## config.mk

```make
export PLATFORM = sky130hd
export DESIGN_NAME = peripheral_msi_master_port_ahb4
export DESIGN_NICKNAME = d
export VERILOG_FILES = /design/src/rtl/peripheral_msi_pkg_ahb4.sv /design/src/rtl/peripheral_msi_addr_decoder_ahb4.sv /design/src/rtl/peripheral_msi_master_port_ahb4.sv
export SDC_FILE = /design/constraint.sdc
export NUM_CORES = 1
export LEC_CHECK = 0
export CAP_MARGIN = 20
export CORE_AREA = 5 5 520 522
export DETAILED_ROUTE_END_ITERATION = 7
export DIE_AREA = 0 0 525 527
export GPL_TIMING_DRIVEN = 0
export PLACE_DENSITY = 0.3
export SLEW_MARGIN = 20
export SYNTH_ARGS = -nofsm -noshare
export SYNTH_HDL_FRONTEND = slang
export SYNTH_HIERARCHICAL = 1
export SYNTH_SLANG_ARGS = --single-unit
```

## constraint.sdc

```tcl
create_clock -name HCLK -period 4.2 [get_ports HCLK]
set_input_delay 0.63 -clock HCLK [delete_from_list [all_inputs] [get_ports HCLK]]
set_output_delay 0.63 -clock HCLK [all_outputs]
set_load 0.005 [all_outputs]
```

## src/rtl/peripheral_msi_pkg_ahb4.sv

```systemverilog
// Shared AHB4 encodings, FSM state codes and the held address-phase record for the MSI master port.
// Latency: n/a (declarations only).
// Backpressure: n/a.
package peripheral_msi_pkg_ahb4;

    localparam logic [1:0] HTRANS_IDLE   = 2'b00;
    localparam logic [1:0] HTRANS_BUSY   = 2'b01;
    localparam logic [1:0] HTRANS_NONSEQ = 2'b10;
    localparam logic [1:0] HTRANS_SEQ    = 2'b11;

    localparam logic HRESP_OKAY  = 1'b0;
    localparam logic HRESP_ERROR = 1'b1;

    localparam logic [1:0] ST_IDLE = 2'd0;
    localparam logic [1:0] ST_WAIT = 2'd1;
    localparam logic [1:0] ST_ERR1 = 2'd2;
    localparam logic [1:0] ST_ERR2 = 2'd3;

    // Address-phase control captured while a slave port has not yet granted us.
    typedef struct packed {
        logic       write;
        logic [2:0] size;
        logic [2:0] burst;
        logic [3:0] prot;
        logic [1:0] trans;
        logic       lock;
    } ahb_ctrl_t;

    // A real transfer is presented: selected, NONSEQ/SEQ, and the bus is ready.
    function automatic logic is_active(input logic sel, input logic [1:0] trans, input logic ready);
        return sel & ready & ((trans == HTRANS_NONSEQ) | (trans == HTRANS_SEQ));
    endfunction

endpackage

```

## src/rtl/peripheral_msi_addr_decoder_ahb4.sv

```systemverilog
// Base/mask address decode to a one-hot slave select; lowest index wins on overlapping windows.
// Latency: purely combinational.
// Backpressure: none.
module peripheral_msi_addr_decoder_ahb4 #(
    parameter int PLEN   = 64,
    parameter int SLAVES = 5,
    parameter int IW     = 3
) (
    input  logic [PLEN-1:0]        addr,
    input  logic [SLAVES*PLEN-1:0] base,
    input  logic [SLAVES*PLEN-1:0] mask,
    output logic [SLAVES-1:0]      hit,
    output logic [IW-1:0]          hit_idx,
    output logic                   miss
);

    // Scan from the top so the lowest matching window is the one left standing.
    always_comb begin
        hit     = '0;
        hit_idx = '0;
        for (int j = SLAVES - 1; j >= 0; j--) begin
            if ((addr & mask[j*PLEN +: PLEN]) == (base[j*PLEN +: PLEN] & mask[j*PLEN +: PLEN])) begin
                hit     = '0;
                hit[j]  = 1'b1;
                hit_idx = IW'(j);
            end
        end
        miss = ~|hit;
    end

endmodule

```

## src/rtl/peripheral_msi_master_port_ahb4.sv

```systemverilog
// Per-master AHB4 front end: decodes to one slave port, holds the address phase until granted, returns the data phase.
// Latency: granted transfers pass straight through (0 cycles); ungranted ones wait in WAIT until grant and slave ready.
// Backpressure: mstHREADYOUT low while waiting for grant, during ERR1, or while the addressed slave stalls its data phase.
module peripheral_msi_master_port_ahb4
    import peripheral_msi_pkg_ahb4::*;
#(
    parameter int PLEN   = 64,
    parameter int XLEN   = 64,
    parameter int SLAVES = 5
) (
    input  logic                   HRESETn,
    input  logic                   HCLK,

    input  logic                   mstHSEL,
    input  logic [PLEN-1:0]        mstHADDR,
    input  logic [XLEN-1:0]        mstHWDATA,
    output logic [XLEN-1:0]        mstHRDATA,
    input  logic                   mstHWRITE,
    input  logic [2:0]             mstHSIZE,
    input  logic [2:0]             mstHBURST,
    input  logic [3:0]             mstHPROT,
    input  logic [1:0]             mstHTRANS,
    input  logic                   mstHMASTLOCK,
    input  logic                   mstHREADY,
    output logic                   mstHREADYOUT,
    output logic                   mstHRESP,

    input  logic [SLAVES*PLEN-1:0] slvHADDR_base,
    input  logic [SLAVES*PLEN-1:0] slvHADDR_mask,
    output logic [SLAVES-1:0]      slvHSEL,
    output logic [PLEN-1:0]        slvHADDR,
    output logic [XLEN-1:0]        slvHWDATA,
    input  logic [SLAVES*XLEN-1:0] slvHRDATA,
    output logic                   slvHWRITE,
    output logic [2:0]             slvHSIZE,
    output logic [2:0]             slvHBURST,
    output logic [3:0]             slvHPROT,
    output logic [1:0]             slvHTRANS,
    output logic                   slvHMASTLOCK,
    output logic                   slvHREADY,
    input  logic [SLAVES-1:0]      slvHREADYOUT,
    input  logic [SLAVES-1:0]      slvHRESP,

    input  logic [SLAVES-1:0]      granted,
    output logic [SLAVES-1:0]      can_switch
);

    localparam int IW = (SLAVES > 1) ? $clog2(SLAVES) : 1;

    logic [SLAVES-1:0] hit;
    logic [IW-1:0]     hit_idx;
    logic              miss;

    logic [1:0]        state;
    logic              dp_valid;
    logic [IW-1:0]     dp_slave;
    logic [SLAVES-1:0] hold_sel;
    logic [IW-1:0]     hold_idx;
    logic [PLEN-1:0]   hold_addr;
    ahb_ctrl_t         hold_ctrl;

    logic              active;
    logic              wait_done;
    logic              keep_owner;

    peripheral_msi_addr_decoder_ahb4 #(
        .PLEN   (PLEN),
        .SLAVES (SLAVES),
        .IW     (IW)
    ) u_decoder (
        .addr    (mstHADDR),
        .base    (slvHADDR_base),
        .mask    (slvHADDR_mask),
        .hit     (hit),
        .hit_idx (hit_idx),
        .miss    (miss)
    );

    assign active     = is_active(mstHSEL, mstHTRANS, mstHREADY);
    assign wait_done  = granted[hold_idx] & slvHREADYOUT[hold_idx];
    // Mid-burst beats and locked sequences must keep the slave port's arbiter pinned to us.
    assign keep_owner = (mstHTRANS == HTRANS_SEQ) | (mstHTRANS == HTRANS_BUSY) | mstHMASTLOCK;

    // FSM, hold register and data-phase tracking.
    always_ff @(posedge HCLK or negedge HRESETn) begin
        if (!HRESETn) begin
            state     <= ST_IDLE;
            dp_valid  <= 1'b0;
            dp_slave  <= '0;
            hold_sel  <= '0;
            hold_idx  <= '0;
            hold_addr <= '0;
            hold_ctrl <= '0;
        end else begin
            case (state)
                ST_IDLE: begin
                    if (active) begin
                        if (miss) begin
                            state    <= ST_ERR1;
                            dp_valid <= 1'b0;
                        end else if (granted[hit_idx]) begin
                            dp_valid <= 1'b1;
                            dp_slave <= hit_idx;
                        end else begin
                            state           <= ST_WAIT;
                            dp_valid        <= 1'b0;
                            hold_sel        <= hit;
                            hold_idx        <= hit_idx;
                            hold_addr       <= mstHADDR;
                            hold_ctrl.write <= mstHWRITE;
                            hold_ctrl.size  <= mstHSIZE;
                            hold_ctrl.burst <= mstHBURST;
                            hold_ctrl.prot  <= mstHPROT;
                            hold_ctrl.trans <= mstHTRANS;
                            hold_ctrl.lock  <= mstHMASTLOCK;
                        end
                    end else if (mstHREADY) begin
                        dp_valid <= 1'b0;
                    end
                end
                ST_WAIT: begin
                    if (wait_done) begin
                        state    <= ST_IDLE;
                        dp_valid <= 1'b1;
                        dp_slave <= hold_idx;
                    end
                end
                ST_ERR1: state <= ST_ERR2;
                default: state <= ST_IDLE;
            endcase
        end
    end

    // Slave-side fan-out, master-side response and arbitration hints.
    always_comb begin
        slvHSEL      = '0;
        slvHADDR     = mstHADDR;
        slvHWDATA    = mstHWDATA;
        slvHWRITE    = mstHWRITE;
        slvHSIZE     = mstHSIZE;
        slvHBURST    = mstHBURST;
        slvHPROT     = mstHPROT;
        slvHTRANS    = mstHTRANS;
        slvHMASTLOCK = mstHMASTLOCK;
        slvHREADY    = mstHREADY;
        mstHRDATA    = slvHRDATA[int'(dp_slave)*XLEN +: XLEN];
        mstHREADYOUT = 1'b1;
        mstHRESP     = HRESP_OKAY;
        can_switch   = '1;
        case (state)
            ST_IDLE: begin
                slvHSEL    = hit & {SLAVES{mstHSEL}};
                can_switch = ~(slvHSEL & {SLAVES{keep_owner}});
                if (dp_valid) begin
                    mstHREADYOUT = slvHREADYOUT[dp_slave];
                    mstHRESP     = slvHRESP[dp_slave];
                end
            end
            ST_WAIT: begin
                slvHSEL      = hold_sel;
                slvHADDR     = hold_addr;
                slvHWRITE    = hold_ctrl.write;
                slvHSIZE     = hold_ctrl.size;
                slvHBURST    = hold_ctrl.burst;
                slvHPROT     = hold_ctrl.prot;
                // The slave port sees this as the start of a fresh ownership, so a held SEQ restarts as NONSEQ.
                slvHTRANS    = (hold_ctrl.trans == HTRANS_SEQ) ? HTRANS_NONSEQ : hold_ctrl.trans;
                slvHMASTLOCK = hold_ctrl.lock;
                slvHREADY    = slvHREADYOUT[hold_idx];
                mstHREADYOUT = 1'b0;
                can_switch   = ~hold_sel;
            end
            ST_ERR1: begin
                slvHTRANS    = HTRANS_IDLE;
                mstHREADYOUT = 1'b0;
                mstHRESP     = HRESP_ERROR;
            end
            default: begin
                slvHTRANS    = HTRANS_IDLE;
                mstHRESP     = HRESP_ERROR;
            end
        endcase
        // Under reset nothing may request a slave port or pin an arbiter, whatever the master drives.
        if (!HRESETn) begin
            slvHSEL    = '0;
            can_switch = '1;
        end
    end

endmodule

```

Word-level counts from Yosys, hierarchy flattened
Cells that the tools add are included.
{"block": "word_totals", "reg_bits": 92}
{"block": "classes", "n_lt_le_gt_ge": 3, "n_eq_ne": 17, "shifts": 1, "n_mux": 53, "bitwise": 21, "reduce_logical": 8}
{"op": "$and A64 B64 Y64", "n": 10}
{"op": "$eq A64 B64 Y1", "n": 5}
{"op": "$shiftx A320 B10 Y64", "n": 1}
{"op": "$mux W64", "n": 1}
{"op": "$mux W5", "n": 7}
{"op": "$mux W3", "n": 11}
{"op": "$pmux W5 S2", "n": 2}
{"op": "$bmux W1 S3", "n": 5}
{"op": "$mux W1", "n": 15}
{"op": "$lt A3 B4 Y1 const B", "n": 3}
{"op": "$and A5 B5 Y5", "n": 2}
{"op": "$mux W2", "n": 5}
{"op": "$not A5 Y5", "n": 2}
{"op": "$eq A2 B2 Y1 const B", "n": 4}
{"op": "$ne A2 B2 Y1 const B", "n": 3}
{"op": "$ne A3 B3 Y1 const B", "n": 2}
{"op": "$pmux W1 S2", "n": 3}
{"op": "$pmux W2 S3", "n": 1}
{"op": "$pmux W3 S2", "n": 1}
{"op": "$reduce_and A3 Y1", "n": 2}
{"op": "$reduce_and A5 Y1", "n": 1}
{"op": "$reduce_or A5 Y1", "n": 1}
{"op": "$eq A2 B1 Y1 const B", "n": 2}
{"op": "$mux W4", "n": 1}
{"op": "9 further kinds", "n": 13}

Depth between registers and ports, before layout
{"block": "depth", "word_depth": 13, "ltp_mapped": 16, "ltp_nobuf": 13}

Cells and area by module
The synthesis kept the hierarchy.
{"module": "peripheral_msi_master_port_ahb4", "n_inst": 1, "cells_each": 802, "area_per_inst_um2": 7920.1}
{"module": "peripheral_msi_addr_decoder_ahb4", "n_inst": 1, "cells_each": 611, "area_per_inst_um2": 4818.4}

Least setup slack after synthesis
Ideal clock, no wire load.
{"block": "synth_path", "path_type": "input to register", "start": "input mstHADDR[47]", "end": "register hold_addr[0]", "arrival_time_ns": 3.211, "t_required_ns": 4.075, "setup_slack_ns": 0.865, "cell_stages": 13, "cell_sequence": "buf_2 xor2_1 a22oi_1 nand4_1 nor4_2 nand3_1 a21oi_1 mux2_2 nand3b_2 o21ai_4 nor2_4 buf_2 mux2_2"}
{"block": "synth_between", "elab_cells_between_ends": 25, "classes_between": "5 x eq/ne; 12 x mux; 6 x bitwise; 2 x reduce/logical"}
{"element": "start, declared", "line_no": "peripheral_msi_master_port_ahb4.sv:15", "text": "input logic [PLEN-1:0] mstHADDR,"}
{"element": "$and A64 B64 Y64", "line_no": "peripheral_msi_addr_decoder_ahb4.sv:22", "text": "if ((addr & mask[j*PLEN +: PLEN]) == (base[j*PLEN +: PLEN] & mask[j*PLEN +: PLEN])) begin"}
{"element": "$eq A64 B64 Y1", "line_no": "peripheral_msi_addr_decoder_ahb4.sv:22"}
{"element": "$mux W3 (3 in series)", "line_no": "peripheral_msi_addr_decoder_ahb4.sv:22"}
{"element": "$mux W3 *", "line_no": "peripheral_msi_addr_decoder_ahb4.sv:22"}
{"element": "net hit_idx[0]", "line_no": "peripheral_msi_master_port_ahb4.sv:51", "text": "logic [IW-1:0] hit_idx;"}
{"element": "$bmux W1 S3 *", "line_no": "peripheral_msi_master_port_ahb4.sv:101", "text": "end else if (granted[hit_idx]) begin"}
{"element": "$mux W1 (implied by the code) *", "line_no": "peripheral_msi_master_port_ahb4.sv:101"}
{"element": "$not A1 Y1 (no line) *"}
{"element": "$reduce_and A4 Y1 (no line) *"}
{"element": "end signal, assigned", "line_no": "peripheral_msi_master_port_ahb4.sv:109", "text": "hold_addr <= mstHADDR;"}
{"element": "end, declared", "line_no": "peripheral_msi_master_port_ahb4.sv:59", "text": "logic [PLEN-1:0] hold_addr;"}
Mark *: on every way through the listed nets, which the timed path passes. The rest lies on a longest branch. The select of a mux whose other input is x is not followed.
A chain may end at the register's enable or synchronous reset.

Worst setup path after layout
{"block": "layout_path", "start": "input slvHADDR_mask[227]", "end": "register hold_addr[14]"}
{"block": "layout_between", "elab_chain_len": 10, "elab_cells_between_ends": 16, "classes_between": "1 x eq/ne; 10 x mux; 3 x bitwise; 2 x reduce/logical"}
{"element": "start, declared", "line_no": "peripheral_msi_master_port_ahb4.sv:29", "text": "input logic [SLAVES*PLEN-1:0] slvHADDR_mask,"}
{"element": "$and A64 B64 Y64", "line_no": "peripheral_msi_addr_decoder_ahb4.sv:22"}
{"element": "$eq A64 B64 Y1 *", "line_no": "peripheral_msi_addr_decoder_ahb4.sv:22"}
{"element": "$mux W3 * (4 in series)", "line_no": "peripheral_msi_addr_decoder_ahb4.sv:22"}
{"element": "net hit_idx[0]", "line_no": "peripheral_msi_master_port_ahb4.sv:51"}
{"element": "$bmux W1 S3 *", "line_no": "peripheral_msi_master_port_ahb4.sv:101"}
{"element": "$mux W1 (implied by the code) *", "line_no": "peripheral_msi_master_port_ahb4.sv:101"}
{"element": "$not A1 Y1 (no line) *"}
{"element": "$reduce_and A4 Y1 (no line) *"}
Marked as above.

==> flow_summary_export.csv <==
group,metric,value,unit
run_status,run_status,"finished with violations",
run_status,violations,"negative setup slack",
synth,post_synth_inst_count,1413,
timing,fin_crit_sh,1.10,
timing,fin_ws,-0.417,ns
setup_path,startpoint_type,"input pin",
placed_design,io_buffers,1275,
clocking,cts_max_path_buffers,2,
clocking,clk_transition_reported_paths,0.12,ns
timing,finalHoldViolations,0,
finish,num-fill-cells,30200,
global_route,initial_antenna_violation_count,269,
power_and_ir_drop,power.density_cell_area,185,mW/mm²
synth,synth_sequential_area_ratio,0.181,
route,first_pass_iters,4,
clocking,cts_buffers,9,
setup_path,crit_path_max_incr_delay,0.89,ns
clocking,cts-root-buf,"clkbuf_16",
synth,postSynthRegisterBits,92,
die,placement_rows,189,
synth,synth_cell_type_count,48,
die,total_die_area,0.277,mm²
power_and_ir_drop,power_frac_clock,0.167,
global_route,number_of_global_route_vias_before_repair,19400,
timing,fmaxAchievable,217,MHz
finish,final_layout_size_suffix_gt1_frac,0.228,
setup_path,worst-endpoint-required,4.54,ns
power_and_ir_drop,switching_power,2700,µW
route,viasPerCell,2.88,
die,die_outline_width,525,µm
power_and_ir_drop,vdd_drop_max,0.164,mV
finish,layout.cells.most_common_list,"clkdlybuf4s50_1, xor2_1, buf_4, mux2i_1, a22oi_1",
timing,worst_clk_skew,0.0266,ns
setup_path,path_cells,"clkdlybuf4s50_1, a22oi_1, nand4_1, nor4_4, buf_6, nand3_4, a21oi_4, mux2i_1, o21a_1, o21ai_4, nor2_4, buf_12, buf_12, buf_12, buf_12, mux2_4",
route,avgRoutedWirePerCell,36.7,µm
setup_path,critical_path.top_delay_family,"simple AND/OR/NAND/NOR gates",
die,boundaryPins,1340,
route,dr_total_vias,18500,
synth,syn_std_cell_area,0.0127,mm²
die,start_util,0.0481,
setup_path,crit_top_cell,"buf_12",
timing,rsz0062_at_grt,"true",
finish,layout_commonest_cell,"clkdlybuf4s50_1",
synth,synth-warning-count,6,
power_and_ir_drop,p_int,3550,µW
run,max-cap-violations,0,
finish,layout.nets,3940,
clocking,insertion_delay,0.46,ns
setup_path,critPathBufInv,6,
timing,tightest_slew,1.17,ns
die,die_y,527,µm
setup_path,critPathArrivalTime,4.96,ns
timing,timing_max_transition_violations_final,0,
route,drt_drc_violations_left,0,
timing,timing.setup.tns,-30.78,ns
finish,syn_to_final_growth,165,%
clocking,clock_tree.htree_level_count,3,
timing,maxSlewHeadroom,0.215,
setup_path,critical_path.slowest_cell,"nand4_1",
clocking,clock_sink_count,92,
route,detail_route.wirelength,236000,µm
timing,finalCriticalPeriod,4.62,ns
placed_design,hpwl,216000,µm
setup_path,criticalPathCategory,"input pin to flip-flop",
clocking,clock_tree_from_tritoncts,"yes",
timing,setup_violations,99,
power_and_ir_drop,switching_fraction_of_total_power,0.432,
placed_design,place.gp.congestion,0.821,
setup_path,cp_max_fo,6,
power_and_ir_drop,comb_power_share,0.687,
global_route,gr-usage-all-layers,0.163,
min_path,holdCritPathClass,"input pin to async pin",
route,ant_nets,0,
power_and_ir_drop,total_leakage_power,0.0124,µW
global_route,grt_start_max_net_pins,56,
global_route,grt_pass1_wl,278000,µm
finish,fin_util,0.128,
power_and_ir_drop,totalPowerFinal,6240,µW
synth,synthesis.area_per_instance,9.02,µm²
clocking,cts_hold_buffers,0,
global_route,global_route.overflow_total,0,
route,dr.first_iter.drc_count,972,
power_and_ir_drop,seq_power_share,0.146,
die,placeableCoreArea,0.265,mm²
synth,synth_nets,2537,
setup_path,end_kind,"flip-flop",
==> cells by family (layout without fill, tap and decap cells) <==
kind of cell / Yosys count / in the layout / synth area share
xor+xnor: 320 / 320 / 0.220
mux: 298 / 298 / 0.255
simple gates: 166 / 166 / 0.0647
compound gates: 326 / 326 / 0.175
buf+inv: 208 / 1616 / 0.101
flops: 92 / 92 / 0.181
fa+ha+maj: 3 / 3 / 0.00295
other cells: 0 / 88 / 0
==> per-stage QoR <==
stage	std cells	instance area (µm²)	hold slack (ns)	setup slack, ns
floorplan	1413	12700	0.334	0.865
global placement	6221	29900	0.453	-5.42
detailed placement	6234	30200	0.458	-3.46
CTS	6330	32900	0.0557	-0.419
global route	6416	33700	0.0870	-0.433
finish	6442	33800	0.0753	-0.417
==> Yosys cell counts, drive strengths merged <==
library cell / instances / area share
nand2b: 2 / 0.00098
nor3: 1 / 0.00039
nor2: 72 / 0.022
o21ai: 11 / 0.0055
nor2b: 9 / 0.0044
a211o: 1 / 0.0014
nand4: 40 / 0.020
a22oi: 160 / 0.095
a32o: 1 / 0.00079
a221o: 5 / 0.0039
o221ai: 1 / 0.0012
clkbuf: 43 / 0.015
a32oi: 5 / 0.0034
o21a: 4 / 0.0024
o31ai: 1 / 0.00059
buf: 153 / 0.083
mux2i: 131 / 0.10
nand3b: 3 / 0.0021
nor3b: 1 / 0.00059
ha: 3 / 0.0029
a2bb2oi: 1 / 0.00069
nand2: 24 / 0.0073
o22ai: 64 / 0.031
mux4: 4 / 0.0071
nor4: 10 / 0.0059
xor2: 320 / 0.22
a21oi: 67 / 0.026
a31o: 1 / 0.00069
a21o: 2 / 0.0013
inv: 12 / 0.0035
a31oi: 2 / 0.00098
mux2: 163 / 0.14
nand3: 3 / 0.0012
dfrtp: 92 / 0.18
or2: 1 / 0.00049
==> registers in the layout, indices dropped and copies added, names as in the netlist <==
| signal | flops |
|---|---|
| dp_slave | 3 |
| dp_valid | 1 |
| hold_addr | 64 |
| hold_ctrl | 14 |
| hold_idx | 3 |
| hold_sel | 5 |
| state | 2 |
==> power by group through the flow <==
| stage | combinational (µW) | sequential, µW | clock [µW] |
|---|---|---|---|
| 6_report | 4290 | 911 | 1040 |
| 5_1_grt | 4540 | 912 | 1110 |
| 4_1_cts | 4380 | 910 | 1110 |
| 3_5_place_dp | 4170 | 927 | 0 |
| 3_3_place_gp | 4130 | 927 | 0 |
| 2_1_floorplan | 1180 | 926 | 0 |
==> layout make-up <==
cell class	count	area, µm²	area share
timing repair buffer	1397	14100	0.417
multi-input combinational	1113	10500	0.311
tap	3533	4420	0.131
sequential	92	2300	0.0682
buffer	191	1900	0.0563
clock buffer	9	225	0.00667
antenna	88	220	0.00652
clock inverter	7	80.1	0.00237
inverter	12	57.6	0.00170
==> per-layer routing <==
metal  track usage  vias to the layer above  share of wire
met5       0.00667                        -         0.0034
met4        0.0545                      126          0.034
met3        0.0779                      427           0.11
met2         0.267                     1279           0.46
met1         0.184                     8745           0.39
li1              -                     7965              -
==> worst paths after layout <==
| kind | startpoint | endpoint | slack, ns | cells after the start |
|---|---|---|---|---|
| worst max register to register | state[1] | dp_valid | 1.92 | 7 |
| worst max-delay path | slvHADDR_mask[227] | hold_addr[14] | -0.42 | 16 |
| max in group asynchronous | HRESETn | dp_slave[1] | 3.21 | 2 |
| worst min-delay path | HRESETn | hold_addr[19] | 0.08 | 1 |
| min in group HCLK | mstHADDR[19] | hold_addr[19] | 0.41 | 2 |
| worst min register to register | hold_ctrl[2] | hold_ctrl[2] | 0.49 | 1 |
==> timing repair <==
item,in CTS,in global routing
gates resized for setup,594,172
setup buffers,77,32
pin swaps,80,56
cloned,6,3
setup endpoints to repair,147,110
Power figures use the tool's default switching activity.
